<file path="config.mk">
export PLATFORM = sky130hd
export DESIGN_NAME = i2c_cfg_sequencer
export DESIGN_NICKNAME = d
export VERILOG_FILES = /design/src/rtl/cmos_cfg_pkg.sv /design/src/rtl/cfg_delay_cnt.sv /design/src/rtl/i2c_cfg_sequencer.sv
export SDC_FILE = /design/constraint.sdc
export NUM_CORES = 1
export LEC_CHECK = 0
export ABC_AREA = 0
export BUFFER_PORTS_ARGS = -buffer_cell sky130_fd_sc_hd__buf_2
export CAP_MARGIN = 40
export CORE_AREA = 5 5 89 91
export DETAILED_ROUTE_END_ITERATION = 16
export DIE_AREA = 0 0 94 96
export GPL_TIMING_DRIVEN = 0
export PLACE_DENSITY_LB_ADDON = 0.08
export SYNTH_ARGS = -nofsm -noshare
export SYNTH_HDL_FRONTEND = slang
export SYNTH_HIERARCHICAL = 1
export SYNTH_SLANG_ARGS = --single-unit
export TNS_END_PERCENT = 20
</file>
<file path="constraint.sdc">
create_clock -name clk -period 3.69 [get_ports clk]
set_input_delay 0 -clock clk [delete_from_list [all_inputs] [get_ports clk]]
set_output_delay 0 -clock clk [all_outputs]
set_load 0.01 [all_outputs]
</file>
<file path="src/rtl/cmos_cfg_pkg.sv">
// rtl/cmos_cfg_pkg.sv - shared types and constants for the sensor configuration sequencer
// Purpose: FSM state encoding, LUT entry field positions, default soft-reset
//          register address and the delay preload helper.
// Ports:   none (package).
package cmos_cfg_pkg;

  localparam int CNT_W    = 20;
  localparam int ADDR_MSB = 23;
  localparam int ADDR_LSB = 8;
  localparam int DATA_MSB = 7;

  localparam logic [15:0] DEFAULT_SOFT_RST_ADDR = 16'h0103;

  typedef enum logic [2:0] {
    ST_IDLE      = 3'd0,
    ST_INIT_WAIT = 3'd1,
    ST_LOAD      = 3'd2,
    ST_REQ       = 3'd3,
    ST_POST_DLY  = 3'd4,
    ST_NEXT      = 3'd5,
    ST_DONE      = 3'd6,
    ST_ERROR     = 3'd7
  } cfg_state_t;

  // A wait of N cycles is loaded as N-1 so the zero flag closes the Nth cycle.
  // A requested wait of 0 degenerates to a single cycle.
  function automatic logic [CNT_W-1:0] dly_preload(input logic [CNT_W-1:0] cycles);
    return (cycles == '0) ? '0 : cycles - CNT_W'(1);
  endfunction

endpackage

</file>
<file path="src/rtl/cfg_delay_cnt.sv">
// rtl/cfg_delay_cnt.sv - loadable down-counter with zero flag
// Purpose: single wait counter reused for power-up, post-soft-reset and
//          response-timeout waits.
// Ports:   clk, rst (sync, active high), load (take load_val this cycle),
//          load_val (preload value), zero (count has reached zero).
module cfg_delay_cnt
  import cmos_cfg_pkg::*;
#(
  parameter int W = CNT_W
) (
  input  logic         clk,
  input  logic         rst,
  input  logic         load,
  input  logic [W-1:0] load_val,
  output logic         zero
);

  logic [W-1:0] count;

  // Saturates at zero so the flag stays set until the next load.
  always_ff @(posedge clk) begin
    if (rst) begin
      count <= '0;
    end else if (load) begin
      count <= load_val;
    end else if (count != '0) begin
      count <= count - W'(1);
    end
  end

  assign zero = (count == '0);

endmodule

</file>
<file path="src/rtl/i2c_cfg_sequencer.sv">
// rtl/i2c_cfg_sequencer.sv - walks a sensor register LUT and issues I2C writes
// Purpose: after a power-up wait, writes every {addr16, data8} LUT entry through
//          a byte-level I2C master, retrying NACK/timeout, pausing after the
//          soft-reset register, and reporting cfg_done or cfg_error.
// Ports:   clk, rst (sync, active high), start (restart pulse),
//          lut_index/lut_data/lut_size (LUT read port, data combinational),
//          i2c_req/i2c_addr/i2c_wdata/i2c_done/i2c_nack (master handshake),
//          busy, cfg_done, cfg_error, err_index (status).
module i2c_cfg_sequencer
  import cmos_cfg_pkg::*;
#(
  parameter logic [19:0] INIT_DELAY    = 20'd1000000,
  parameter logic [19:0] RST_DELAY     = 20'd100000,
  parameter logic [15:0] SOFT_RST_ADDR = DEFAULT_SOFT_RST_ADDR,
  parameter int unsigned MAX_RETRY     = 3,
  parameter logic [15:0] RSP_TIMEOUT   = 16'd50000,
  parameter bit          AUTO_START    = 1'b1
) (
  input  logic        clk,
  input  logic        rst,
  input  logic        start,
  output logic [7:0]  lut_index,
  input  logic [23:0] lut_data,
  input  logic [7:0]  lut_size,
  output logic        i2c_req,
  output logic [15:0] i2c_addr,
  output logic [7:0]  i2c_wdata,
  input  logic        i2c_done,
  input  logic        i2c_nack,
  output logic        busy,
  output logic        cfg_done,
  output logic        cfg_error,
  output logic [7:0]  err_index
);

  cfg_state_t       state, state_nxt;
  logic [7:0]       retry_cnt;
  logic             dly_load, dly_zero;
  logic [CNT_W-1:0] dly_val;
  logic             rsp_ok, rsp_fail, can_retry;

  // In REQ the shared counter holds the response timeout; a done pulse in the
  // same cycle as expiry still counts as a response.
  assign rsp_ok    = i2c_done && !i2c_nack;
  assign rsp_fail  = (i2c_done && i2c_nack) || (!i2c_done && dly_zero);
  assign can_retry = {24'd0, retry_cnt} < MAX_RETRY;

  always_ff @(posedge clk) begin
    if (rst) begin
      state <= ST_IDLE;
    end else begin
      state <= state_nxt;
    end
  end

  always_comb begin
    state_nxt = state;
    case (state)
      ST_IDLE:      if (AUTO_START || start) state_nxt = ST_INIT_WAIT;
      ST_INIT_WAIT: if (dly_zero) state_nxt = (lut_size == 8'd0) ? ST_DONE : ST_LOAD;
      ST_LOAD:      state_nxt = ST_REQ;
      ST_REQ: begin
        if (rsp_ok) begin
          state_nxt = (i2c_addr == SOFT_RST_ADDR) ? ST_POST_DLY : ST_NEXT;
        end else if (rsp_fail) begin
          state_nxt = can_retry ? ST_LOAD : ST_ERROR;
        end
      end
      ST_POST_DLY:  if (dly_zero) state_nxt = ST_NEXT;
      // The NEXT cycle gives the external LUT a full cycle on the new index.
      ST_NEXT:      state_nxt = (lut_index == lut_size - 8'd1) ? ST_DONE : ST_LOAD;
      ST_DONE,
      ST_ERROR:     if (start) state_nxt = ST_INIT_WAIT;
      default:      state_nxt = ST_IDLE;
    endcase
  end

  always_comb begin
    i2c_req   = (state == ST_REQ);
    busy      = state inside {ST_INIT_WAIT, ST_LOAD, ST_REQ, ST_POST_DLY, ST_NEXT};
    cfg_done  = (state == ST_DONE);
    cfg_error = (state == ST_ERROR);
  end

  // Load the wait counter on entry to each waiting state.
  always_comb begin
    dly_load = 1'b0;
    dly_val  = '0;
    if (state_nxt != state) begin
      case (state_nxt)
        ST_INIT_WAIT: begin
          dly_load = 1'b1;
          dly_val  = dly_preload(INIT_DELAY);
        end
        ST_REQ: begin
          dly_load = 1'b1;
          dly_val  = dly_preload(CNT_W'(RSP_TIMEOUT));
        end
        ST_POST_DLY: begin
          dly_load = 1'b1;
          dly_val  = dly_preload(RST_DELAY);
        end
        default: ;
      endcase
    end
  end

  cfg_delay_cnt #(.W(CNT_W)) u_dly (
    .clk      (clk),
    .rst      (rst),
    .load     (dly_load),
    .load_val (dly_val),
    .zero     (dly_zero)
  );

  always_ff @(posedge clk) begin
    if (rst) begin
      lut_index <= '0;
      i2c_addr  <= '0;
      i2c_wdata <= '0;
      err_index <= '0;
      retry_cnt <= '0;
    end else begin
      if (state_nxt == ST_INIT_WAIT && state != ST_INIT_WAIT) begin
        lut_index <= '0;
        retry_cnt <= '0;
      end
      if (state == ST_LOAD) begin
        i2c_addr  <= lut_data[ADDR_MSB:ADDR_LSB];
        i2c_wdata <= lut_data[DATA_MSB:0];
      end
      if (state == ST_REQ) begin
        if (rsp_ok) begin
          retry_cnt <= '0;
        end else if (rsp_fail && can_retry) begin
          retry_cnt <= retry_cnt + 8'd1;
        end
      end
      if (state == ST_NEXT && state_nxt == ST_LOAD) begin
        lut_index <= lut_index + 8'd1;
      end
      if (state_nxt == ST_ERROR && state != ST_ERROR) begin
        err_index <= lut_index;
      end
    end
  end

endmodule

</file>
# After elaboration in Yosys (flattened, before gate mapping)
# Cells that the tools add are included.
# totals
word_cells	70
inputBits	37
reg_bits	71
output_inout_bits	44
# op_classes
add_sub_neg	4
magnitude_cmp	1
n_eq_ne	17
n_reduce_logical	19
muxes	22
# op_table
operator	count
two-way mux 20 bit	3
case mux 20 bit (3 select lines)	1
two-way mux 8 bit	6
two-way mux 3 bit	8
case mux 3 bit (7 select lines)	1
zero test 20 bit	1
nonzero test 20 bit	1
subtractor 20 x 1 -> 20 bit (second input constant)	1
equality test 3 bit (second input constant)	6
adder 8 x 1 -> 8 bit (second input constant)	2
equality test 16 x 9 -> 1 bit (second input constant)	1
equality test 3 x 2 -> 1 bit (second input constant)	4
equality test 8 bit	1
zero test 8 bit	1
less-than comparator 8 x 2 -> 1 bit (second input constant)	1
subtractor 8 x 1 -> 8 bit (second input constant)	1
logical AND 1 bit	7
equality test 3 x 1 -> 1 bit (second input constant)	2
nonzero test 5 bit	1
nonzero test 2 bit	2
zero test 3 bit	1
two-way mux 1 bit	3
inequality test 3 x 1 -> 1 bit (second input constant)	1
inequality test 3 bit	1
other kinds (5)	6

# Logic depth before layout (Yosys ltp)
# Gate-level depths: netlist (run 1).
# logic_depth
ltp_word	12
ltp_mapped	18
depth_no_buf	15

# Modules after synthesis
# Netlist (run 1), hierarchy kept.
# modules_own_cells
module	n_inst	area_per_inst_um2	cells_per_inst	seq_area_each_um2
i2c_cfg_sequencer	1	2617.5	341	1021.0
cfg_delay_cnt	1	1081.0	122	400.4

# Worst setup path after synthesis (run 1)
# Ideal clock, no wire load.
# synth_timing
kind	register to register
start	reg u_dly.count[0]
end	reg u_dly.count[6]
required_ns	3.623
path_stages_with_launch	19
n_path_buf	3
setup_slack_ns	0.290
setup_ns	0.067
t_arrival_ns	3.333
period_less_slack_ns	3.400
path_cell_list	dfxtp_1 > inv_1 > ha_1 > or4b_2 > nor4_2 > and2b_1 > buf_4 > mux2_2 > nand3_1 > o21ai_0 > or2_2 > a31oi_1 > a21o_1 > nand3_1 > nor2b_1 > clkbuf_1 > clkbuf_1 > nand2_1 > o21ai_2
# synth_via
elab_chain_cells	11
elab_cells_between_ends	22
classes_between	add/sub: 1; eq/ne: 4; mux: 11; reduce/logical: 6
# synth_lines
item	line_no	text
start, declared	cfg_delay_cnt.sv:18	logic [W-1:0] count;
start signal, assigned	cfg_delay_cnt.sv:25	count <= load_val;
start signal, assigned	cfg_delay_cnt.sv:27	count <= count - W'(1);
zero test 20 bit (*)	cfg_delay_cnt.sv:31	assign zero = (count == '0);
named net dly_zero	i2c_cfg_sequencer.sv:38	logic dly_load, dly_zero;
logical AND 1 bit	i2c_cfg_sequencer.sv:45	assign rsp_fail = (i2c_done && i2c_nack) || (!i2c_done && dly_zero);
logical OR 1 bit	i2c_cfg_sequencer.sv:45	
two-way mux 3 bit	i2c_cfg_sequencer.sv:65	end else if (rsp_fail) begin
two-way mux 3 bit	i2c_cfg_sequencer.sv:63	if (rsp_ok) begin
case mux 3 bit (7 select lines) (*)	i2c_cfg_sequencer.sv:58	case (state)
equality test 3 x 1 -> 1 bit (tied with other cells)	i2c_cfg_sequencer.sv:90	case (state_nxt)
OR reduction 3 bit (no source line)	--	
two-way mux 1 bit	i2c_cfg_sequencer.sv:90	
two-way mux 1 bit (*)	i2c_cfg_sequencer.sv:89	if (state_nxt != state) begin
named net dly_load	i2c_cfg_sequencer.sv:38	
two-way mux 20 bit or nonzero test 2 bit (tied branches)	--	
# The timed path passes the listed nets; every way through them passes the cells marked *. The select of a mux whose other input is x is not followed.
# A chain may end at the register's enable or synchronous reset.

# Final worst setup path (run 1)
# Same ends and word-level chain as after synthesis.

==> run_results.csv, run 1 <==
group,metric,value,unit
die,pin_count,81,
synthesis,synth.yosys.seq_area_share,38.43,%
worst_setup_path,crit_path_max_fanout,12,
cts,cts_made_buffers,9,
cts,cts_tree,"built",
final_layout,finalCoreUtilization,67.62,%
synthesis,synth_top_area_cell,"dfxtp_1",
drt,dr.first_iter.drc_count,249,
timing,worst_pin_slew,616.7,ps
synthesis,synth_ff_type,"dfxtp_1",
timing,slew_headroom,58.51,%
synthesis,synth.distinct_cells,61,
timing,slew_violations,0,
die,die_area,9024,sq um
power_and_ir_drop,ir_drop,285.7,uV
drt,drt_first_pass_iters,6,
final_layout,seqCellArea,1421,sq um
grt,grt_pass1_vias,3582,
synthesis,synthCells,463,
cts,cts-htree-levels,3,
worst_setup_path,worst-setup-path-type,"reg -> reg",
worst_hold_path,hold_class,"in -> reg",
synthesis,yosysTopAreaCellShare,38.43,%
grt,grt_use_total,22.73,%
final_layout,multi_input_area,2152,sq um
die,num_rows,31,
synthesis,yosysMostFrequentCell,"nand2_1",
drt,ant_nets,0,
die,die_h,96,um
grt,grt_first_pass_wirelength,16360,um
synthesis,synth_edf_count,0,
power_and_ir_drop,p_per_area,389.4,nW/um^2
final_layout,drive_gt1_share,23.22,%
power_and_ir_drop,p_leak,1.961,nW
synthesis,ys_warn_count,6,
worst_setup_path,critPathArrivalTime,3820,ps
drt,drt_wl_total,10040,um
synthesis,synth.ff_latch_count,71,
grt,top_usage_layer,"met2",
final_layout,syn_to_final_growth,29.06,%
drt,wl_per_cell,14.57,um
synthesis,synth_area_per_cell,7.988,sq um
cts,clockBufferDepth,2,
worst_setup_path,required,3980,ps
worst_setup_path,r2r_start,"u_dly/count[0]$_SDFFE_PP0P_",
synthesis,async_flop_share,0,%
placed_design,dp_hpwl,7096,um
worst_setup_path,endpoint_kind,"register",
die,die_x,94,um
run,maxCapViolations,0,
status,outcome,"complete, no violations",
synthesis,synth.top_cells.by_count,"97 x nand2_1, 71 x dfxtp_1, 34 x a21oi_1",
worst_setup_path,setup.worst_path.start_class,"register",
grt,grt_util_met2,41.28,%
timing,period_minus_slack,3535,ps
grt,grt_max_degree,14,
worst_setup_path,crit_start,"u_dly/count[0]$_SDFFE_PP0P_",
timing,fmax,282.9,MHz
drt,drc,0,
synthesis,syn_area,3699,sq um
die,start_util,52.39,%
timing,fin_crit_sh,95.79,%
placed_design,globalplace.congestion,0.9386,
grt,grt_util_met3,3.127,%
final_layout,fin_nets,629,
power_and_ir_drop,p_total,1.859,mW
grt,antenna_found_initial,0,
cts,cts-root-buf,"clkbuf_8",
die,core_region_area,7059,sq um
timing,clock_skew,12.05,ps
grt,overflow,0,
final_layout,fillers,603,
placed_design,portBuffers,79,
timing,hold_violations,0,
cts,clock_latency,350,ps
cts,clk_pin_slew,80,ps
grt,use_met1,26.45,%
timing,setup_violations,0,
drt,viasPerCell,5.443,
worst_hold_path,holdCritStartpoint,"start",
synthesis,synth_area_leaders,"dfxtp_1 38%, nand2_1 9.8%, xnor2_1 4.7%, a21oi_1 4.6%, mux2i_1 2.4%",
drt,via_count,3750,
cts,cts_sinks,71,
final_layout,n_antenna_cell,0,
-- path summary, 6_finish.rpt --
path,to,slack [ps],depth (start not counted)
max,u_dly/count[6]$_SDFFE_PP0P_,160,18
min,state[1]$_SDFF_PP0_,90,4
max reg2reg,u_dly/count[6]$_SDFFE_PP0P_,160,18
min reg2reg,err_index[3]$_SDFFE_PP0P_,450,2
-- metal layers --
metal  vias to the layer above  part of all wire [%]  wire, um
met2                        99                    51      5161
li1                       1860                     -         -
met5                         -                     0         0
met4                         0                   2.0       204
met3                        18                   4.8       483
met1                      1773                    42      4190
-- sequential cells by signal (all words and copies together) (netlist names) --
| name | cells |
|---|---|
| err_index | 8 |
| i2c_addr | 16 |
| i2c_wdata | 8 |
| lut_index | 8 |
| retry_cnt | 8 |
| state | 3 |
| u_dly/count | 20 |
-- kinds of logic after synthesis --
family,Yosys count,share of synthesized area (%)
DFF,71,38.43
buffers and inverters,40,4.668
and+or+nand+nor,212,28.48
muxes,10,2.740
adders and majority gates,6,2.030
other,1,0.1014
xor gates and xnor gates,28,6.631
AOI/OAI and AO/OA,95,16.92
-- layout make-up --
cell class	count	area share, %
multi-input cells	354	45.09
flip-flops and latches	71	29.78
repair buffers	110	14.47
plain buffers	23	2.647
clock buffers	9	2.595
well taps	99	2.595
clock inverters	6	1.494
inverters	17	1.337
-- critical path, stage by stage, from the launching register on --
cell	delay, ps
dfxtp_1	350
inv_1	90
ha_1	150
or4b_2	650
nor4_4	190
and2b_1	180
buf_6	160
mux2_2	170
nand3_2	130
o21ai_2	130
or2_2	150
a31oi_1	110
a21o_1	250
nand3_4	150
nor2b_1	170
buf_4	150
clkbuf_8	160
nand2_1	70
o21ai_2	80
-- per-stage QoR --
| step | std cells | TNS, ps | hold slack, ps | setup slack [ps] | instance area (sq um) |
|---|---|---|---|---|---|
| 2_1_floorplan | 465 | 0 | 69.07 | 290.1 | 3706 |
| 3_3_place_gp | 643 | -3047 | 240.1 | -380.5 | 4225 |
| 3_5_place_dp | 643 | -4163 | 248.3 | -471.5 | 4225 |
| 4_1_cts | 683 | 0 | 50.80 | 12.77 | 4702 |
| 5_1_grt | 689 | -26.58 | 119.5 | -20.64 | 4773 |
| 6_report | 689 | 0 | 86.34 | 155.4 | 4773 |
-- repair_timing --
action | 4_1_cts | 5_1_grt
hold endpoints to repair | 27 | 0
setup buffers | 0 | 6
hold buffers | 25 | 0
endpoints found under the setup margin | 16 | 16
resized for setup | 9 | 8
pin swaps | 0 | 1
-- power by group --
part / internal [mW] / switching [mW]
Sequential: 0.803 / 0.0367
Clock: 0.313 / 0.309
Combinational: 0.180 / 0.218
Total: 1.30 / 0.563
-- layout by cell type (no fill, tap or decap), types with 7 or more instances in the layout --
cell type,Yosys,layout
nor2_1,23,22
a21oi_1,34,34
buf_4,1,7
clkbuf_8,0,10
xnor2_1,20,20
mux2i_1,9,9
nand4_1,8,8
inv_1,15,15
nor4_1,9,9
dfxtp_1,71,71
o21ai_0,15,14
nor3_1,16,16
clkbuf_1,20,18
nand3_1,9,7
buf_2,0,79
nand2_1,97,97
o21ai_2,10,11
dlygate4sd3_1,0,25
xor2_1,8,8
No activity file was read; power rests on OpenSTA's default activity.
==> run 2, diff against run 1 <==
--- a/config.mk
+++ b/config.mk
@@ -10,5 +10,7 @@
 export CAP_MARGIN = 40
-export CORE_AREA = 5 5 89 91
+export CELL_PAD_IN_SITES_DETAIL_PLACEMENT = 1
+export CELL_PAD_IN_SITES_GLOBAL_PLACEMENT = 2
+export CORE_AREA = 5 5 116 118
 export DETAILED_ROUTE_END_ITERATION = 16
-export DIE_AREA = 0 0 94 96
+export DIE_AREA = 0 0 121 123
 export GPL_TIMING_DRIVEN = 0
==> constraint.sdc (replaced) <==
create_clock -name clk -period 3.69 [get_ports clk]
set_input_delay 0.5535 -clock clk [delete_from_list [all_inputs] [get_ports clk]]
set_output_delay 0.5535 -clock clk [all_outputs]
set_load 0.01 [all_outputs]
==> run_results.csv, run 2 (synthesized netlist as in run 1, its figures left out) <==
group,metric,value,unit
cts,clk_pin_slew,60,ps
drt,drc,0,
cts,clockBufferDepth,2,
timing,hold_violations,0,
die,die_h,123,um
worst_setup_path,crit_path_max_fanout,12,
grt,grt_first_pass_wirelength,18720,um
die,core_region_area,12360,sq um
final_layout,syn_to_final_growth,26.66,%
timing,slew_violations,0,
timing,slew_headroom,57.99,%
worst_setup_path,setup.worst_path.start_class,"register",
placed_design,dp_hpwl,8737,um
cts,cts-root-buf,"clkbuf_16",
final_layout,finalCoreUtilization,37.89,%
power_and_ir_drop,p_total,2.052,mW
grt,grt_max_degree,13,
final_layout,final_cell_mix,"97 x nand2_1, 79 x buf_2, 71 x dfxtp_1, 34 x a21oi_1, 22 x nor2_1",
grt,antenna_found_initial,0,
final_layout,reg_top3,"u_dly/count x20, i2c_addr x16",
cts,cts_tree,"built",
grt,grt_use_total,16.01,%
timing,clock_skew,5.863,ps
timing,fmax,294.3,MHz
die,die_x,121,um
worst_hold_path,hold_class,"in -> reg",
final_layout,layout_commonest_cell,"nand2_1",
cts,holdBufCountCts,0,
timing,fin_crit_sh,92.08,%
timing,rsz0062_at_grt,"no",
cts,clock_latency,340,ps
die,die_area,14880,sq um
drt,drt_wl_total,11440,um
grt,grt_pass1_vias,3751,
die,start_util,29.92,%
timing,setup_tns,0,ps
drt,drt_first_pass_iters,4,
worst_setup_path,worst-setup-path-type,"reg -> reg",
power_and_ir_drop,p_leak,1.891,nW
status,outcome,"complete, no violations",
final_layout,n_antenna_cell,0,
drt,via_count,3584,
grt,overflow,0,
final_layout,fillers,1531,
drt,wl_per_cell,15.56,um
cts,cts-htree-levels,3,
timing,worst_pin_slew,624.4,ps
drt,viasPerCell,4.876,
worst_setup_path,critPathArrivalTime,3670,ps
placed_design,globalplace.congestion,0.8252,
timing,period_minus_slack,3398,ps
cts,cts_made_buffers,9,
power_and_ir_drop,ir_drop,193.3,uV
die,num_rows,41,
placed_design,portBuffers,79,
final_layout,drive_gt1_share,23.62,%
drt,dr.first_iter.drc_count,101,
die,pin_count,81,
final_layout,fin_nets,601,
timing,setup_violations,0,
final_layout,largest_reg_flops,20,
power_and_ir_drop,p_per_area,438.0,nW/um^2
cts,cts_sinks,71,
worst_setup_path,required,3960,ps
run,maxCapViolations,0,
worst_setup_path,endpoint_kind,"register",
drt,ant_nets,0,
final_layout,regMostFlops,"u_dly/count",
[run 2: final cells by class]
cell class	count	area (sq um)	area share, %
multi-input cells	354	2153	45.97
clock inverters	4	30.03	0.6410
flip-flops and latches	71	1421	30.34
well taps	172	215.2	4.594
plain buffers	23	126.4	2.698
repair buffers	82	417.9	8.921
inverters	17	63.81	1.362
clock buffers	12	256.5	5.475
[run 2: where the power goes]
group / switching (mW) / total [mW] / internal [mW] / leakage [nW]
combinational: 0.216 / 0.376 / 0.159 / 1.18
clock: 0.342 / 0.835 / 0.493 / 0.139
sequential: 0.0368 / 0.841 / 0.804 / 0.577
total: 0.595 / 2.05 / 1.46 / 1.89
[run 2: repair_timing]
item	CTS	global route
gates resized for setup	11	5
setup endpoints to repair	16	14
pin swaps	0	1
setup buffers	2	1
[run 2: path summary, 6_finish.rpt]
| path | to | depth (start not counted) | slack, ps | startpoint |
|---|---|---|---|---|
| max | u_dly/count[11]$_SDFFE_PP0P_ | 17 | 290 | u_dly/count[0]$_SDFFE_PP0P_ |
| min | i2c_wdata[7]$_SDFFE_PP0P_ | 3 | 450 | lut_data[7] |
| max reg2reg | u_dly/count[11]$_SDFFE_PP0P_ | 17 | 290 | u_dly/count[0]$_SDFFE_PP0P_ |
| min reg2reg | err_index[4]$_SDFFE_PP0P_ | 2 | 450 | err_index[4]$_SDFFE_PP0P_ |
[run 2: worst max-delay path: stages, from the launching register on]
cell     delay, ps
dfxtp_1        380
inv_1           80
ha_1           200
or4b_4         210
nor4_4          40
and2b_1        170
buf_6          150
mux2_2         270
nand3_2        120
o21ai_2         80
or2_2          290
a31oi_1        250
a21o_1         170
nand3_4        130
nor2_4         170
or2b_4         310
buf_8          160
o21ai_2        130
[run 2: per-stage QoR]
step / cells / hold WS [ps] / cell area (sq um) / worst slack, ps
6_report: 735 / 449.1 / 4684 / 292.1
5_1_grt: 735 / 450.1 / 4684 / 77.24
4_1_cts: 734 / 435.6 / 4656 / 16.48
3_5_place_dp: 716 / 446.4 / 4317 / -640.9
3_3_place_gp: 716 / 440.7 / 4317 / -616.2
2_1_floorplan: 465 / 430.2 / 3706 / 290.1
[run 2: layer usage]
metal	track usage, %	wire (um)
met4	5.524	168
met3	3.934	423
met1	18.14	4956
met2	29.32	5889
met5	0	0
==> run 3, diff against run 2 <==
- BUFFER_PORTS_ARGS: -buffer_cell sky130_fd_sc_hd__buf_2 -> -buffer_cell sky130_fd_sc_hd__clkbuf_2
==> run_results.csv, run 3 (synthesized netlist as in run 1, its figures left out) <==
group,metric,value,unit
final_layout,finalCoreUtilization,37.81,%
timing,setup_tns,0,ps
die,die_h,123,um
worst_setup_path,setup.worst_path.start_class,"register",
grt,antenna_found_initial,0,
cts,cts_sinks,71,
placed_design,dp_hpwl,8829,um
power_and_ir_drop,ir_drop,242.7,uV
die,num_rows,41,
timing,clock_skew,5.976,ps
timing,hold_violations,0,
grt,grt_pass1_vias,3738,
cts,clock_latency,340,ps
grt,grt_max_degree,15,
final_layout,regMostFlops,"u_dly/count",
drt,drc,0,
drt,ant_nets,0,
die,die_area,14880,sq um
drt,drt_first_pass_iters,5,
power_and_ir_drop,seq_power_share,41.4,%
final_layout,fin_nets,600,
worst_setup_path,crit_path_max_fanout,12,
power_and_ir_drop,p_int,1.422,mW
power_and_ir_drop,p_per_area,434.5,nW/um^2
timing,fin_crit_sh,91.12,%
worst_setup_path,endpoint_kind,"register",
drt,via_count,3563,
cts,clockBufferDepth,2,
placed_design,globalplace.congestion,0.8200,
timing,hold_slack,431.7,ps
grt,overflow,0,
die,core_region_area,12360,sq um
cts,cts-root-buf,"clkbuf_16",
worst_setup_path,r2r_start,"u_dly/count[0]$_SDFFE_PP0P_",
timing,setup_violations,0,
final_layout,layout_commonest_cell,"nand2_1",
drt,viasPerCell,4.854,
timing,slew_headroom,59.89,%
status,outcome,"complete, no violations",
worst_setup_path,crit_start,"u_dly/count[0]$_SDFFE_PP0P_",
drt,wl_per_cell,15.39,um
power_and_ir_drop,power_switching,0.6090,mW
cts,clk_pin_slew,60,ps
timing,worst_pin_slew,596.1,ps
placed_design,portBuffers,79,
final_layout,drive_gt1_share,24.02,%
grt,grt_first_pass_wirelength,18730,um
cts,cts-htree-levels,3,
final_layout,finalNonFillerCells,734,
worst_setup_path,critPathArrivalTime,3630,ps
cts,cts_made_buffers,9,
die,pin_count,81,
power_and_ir_drop,switching_share,29.98,%
worst_setup_path,worst-setup-path-type,"reg -> reg",
timing,slew_violations,0,
final_layout,n_antenna_cell,0,
run,maxCapViolations,0,
power_and_ir_drop,p_leak,1.844,nW
worst_hold_path,hold_class,"in -> reg",
die,die_x,121,um
final_layout,syn_to_final_growth,26.39,%
final_layout,reg_top3,"u_dly/count x20, i2c_addr x16",
grt,grt_use_total,16.01,%
final_layout,largest_reg_flops,20,
timing,fmax,297.4,MHz
final_layout,fillers,1551,
worst_setup_path,required,3960,ps
die,start_util,29.92,%
power_and_ir_drop,clockPowerShare,40.2,%
timing,rsz0062_at_grt,"no",
worst_hold_path,holdCritStartpoint,"lut_data[5]",
drt,drt_wl_total,11290,um
timing,period_minus_slack,3362,ps
placed_design,placed_cells,716,
cts,cts_tree,"built",
final_layout,final_cell_mix,"97 x nand2_1, 79 x clkbuf_2, 71 x dfxtp_1, 34 x a21oi_1, 22 x nor2_1",
power_and_ir_drop,comb_power_share,18.4,%
drt,dr.first_iter.drc_count,139,
-- run 3: cell count changes in the layout (fill, tap and decap cells not counted), moves of 2 or more --
cell        change
clkbuf_8        -2
clkinv_4        -2
inv_6           +3
clkbuf_2       +79
buf_2          -79
clkinvlp_4      +2
-- run 3: final cells by class --
cell class / count / area, sq um / area share [%]
Multi-Input combinational cell: 354 / 2158 / 46.17
Buffer: 23 / 126.4 / 2.703
Clock buffer: 9 / 225.2 / 4.818
Timing Repair Buffer: 81 / 410.4 / 8.779
Inverter: 17 / 63.81 / 1.365
Sequential cell: 71 / 1421 / 30.41
Clock inverter: 7 / 53.80 / 1.151
Tap cell: 172 / 215.2 / 4.604
-- run 3: routing by layer --
layer  track usage [%]  vias up  wire length [um]
met3             3.522        9               417
met1             18.78     1697              4855
met2             28.93       57              5895
li1                  -     1800                 -
met5                 0        -                 0
met4             5.312        0               125
-- run 3: critical path, stage by stage (launching register included) --
cell and delay (ps):
dfxtp_1 380, inv_1 80, ha_1 190, or4b_4 210
nor4_4 40, and2b_1 170, buf_6 140, mux2_2 270
nand3_2 120, o21ai_2 70, or2_2 280, a31oi_1 240
a21o_1 170, nand3_4 130, nor2_4 170, or2b_4 320
buf_8 160, o21ai_2 130
-- run 3: worst paths after layout --
path	depth (start not counted)	slack [ps]	endpoint
max reg2reg	17	330	u_dly/count[6]$_SDFFE_PP0P_
max	17	330	u_dly/count[6]$_SDFFE_PP0P_
min reg2reg	2	450	err_index[4]$_SDFFE_PP0P_
min	3	430	i2c_wdata[5]$_SDFFE_PP0P_
-- run 3: per-stage QoR --
step | area [sq um] | power (mW) | setup slack [ps]
detailed placement | 4317 | 1.216 | -651.4
floorplan | 3706 | 1.110 | 290.1
finish | 4674 | 2.031 | 327.8
global placement | 4317 | 1.209 | -614.6
CTS | 4641 | 2.059 | 17.31
global route | 4674 | 2.151 | 122.1
-- run 3: what timing repair did --
item,in CTS,in global routing
setup buffers,1,1
resized for setup,11,7
endpoints found under the setup margin,16,13
pin swaps,0,1
hold buffers,0,0
-- run 3: power groups by stage --
stage	clock network (mW)	registers, mW	logic (mW)
2_1_floorplan	0	0.848	0.262
3_3_place_gp	0	0.856	0.353
3_5_place_dp	0	0.857	0.359
4_1_cts	0.847	0.841	0.372
5_1_grt	0.883	0.847	0.422
6_report	0.816	0.842	0.374
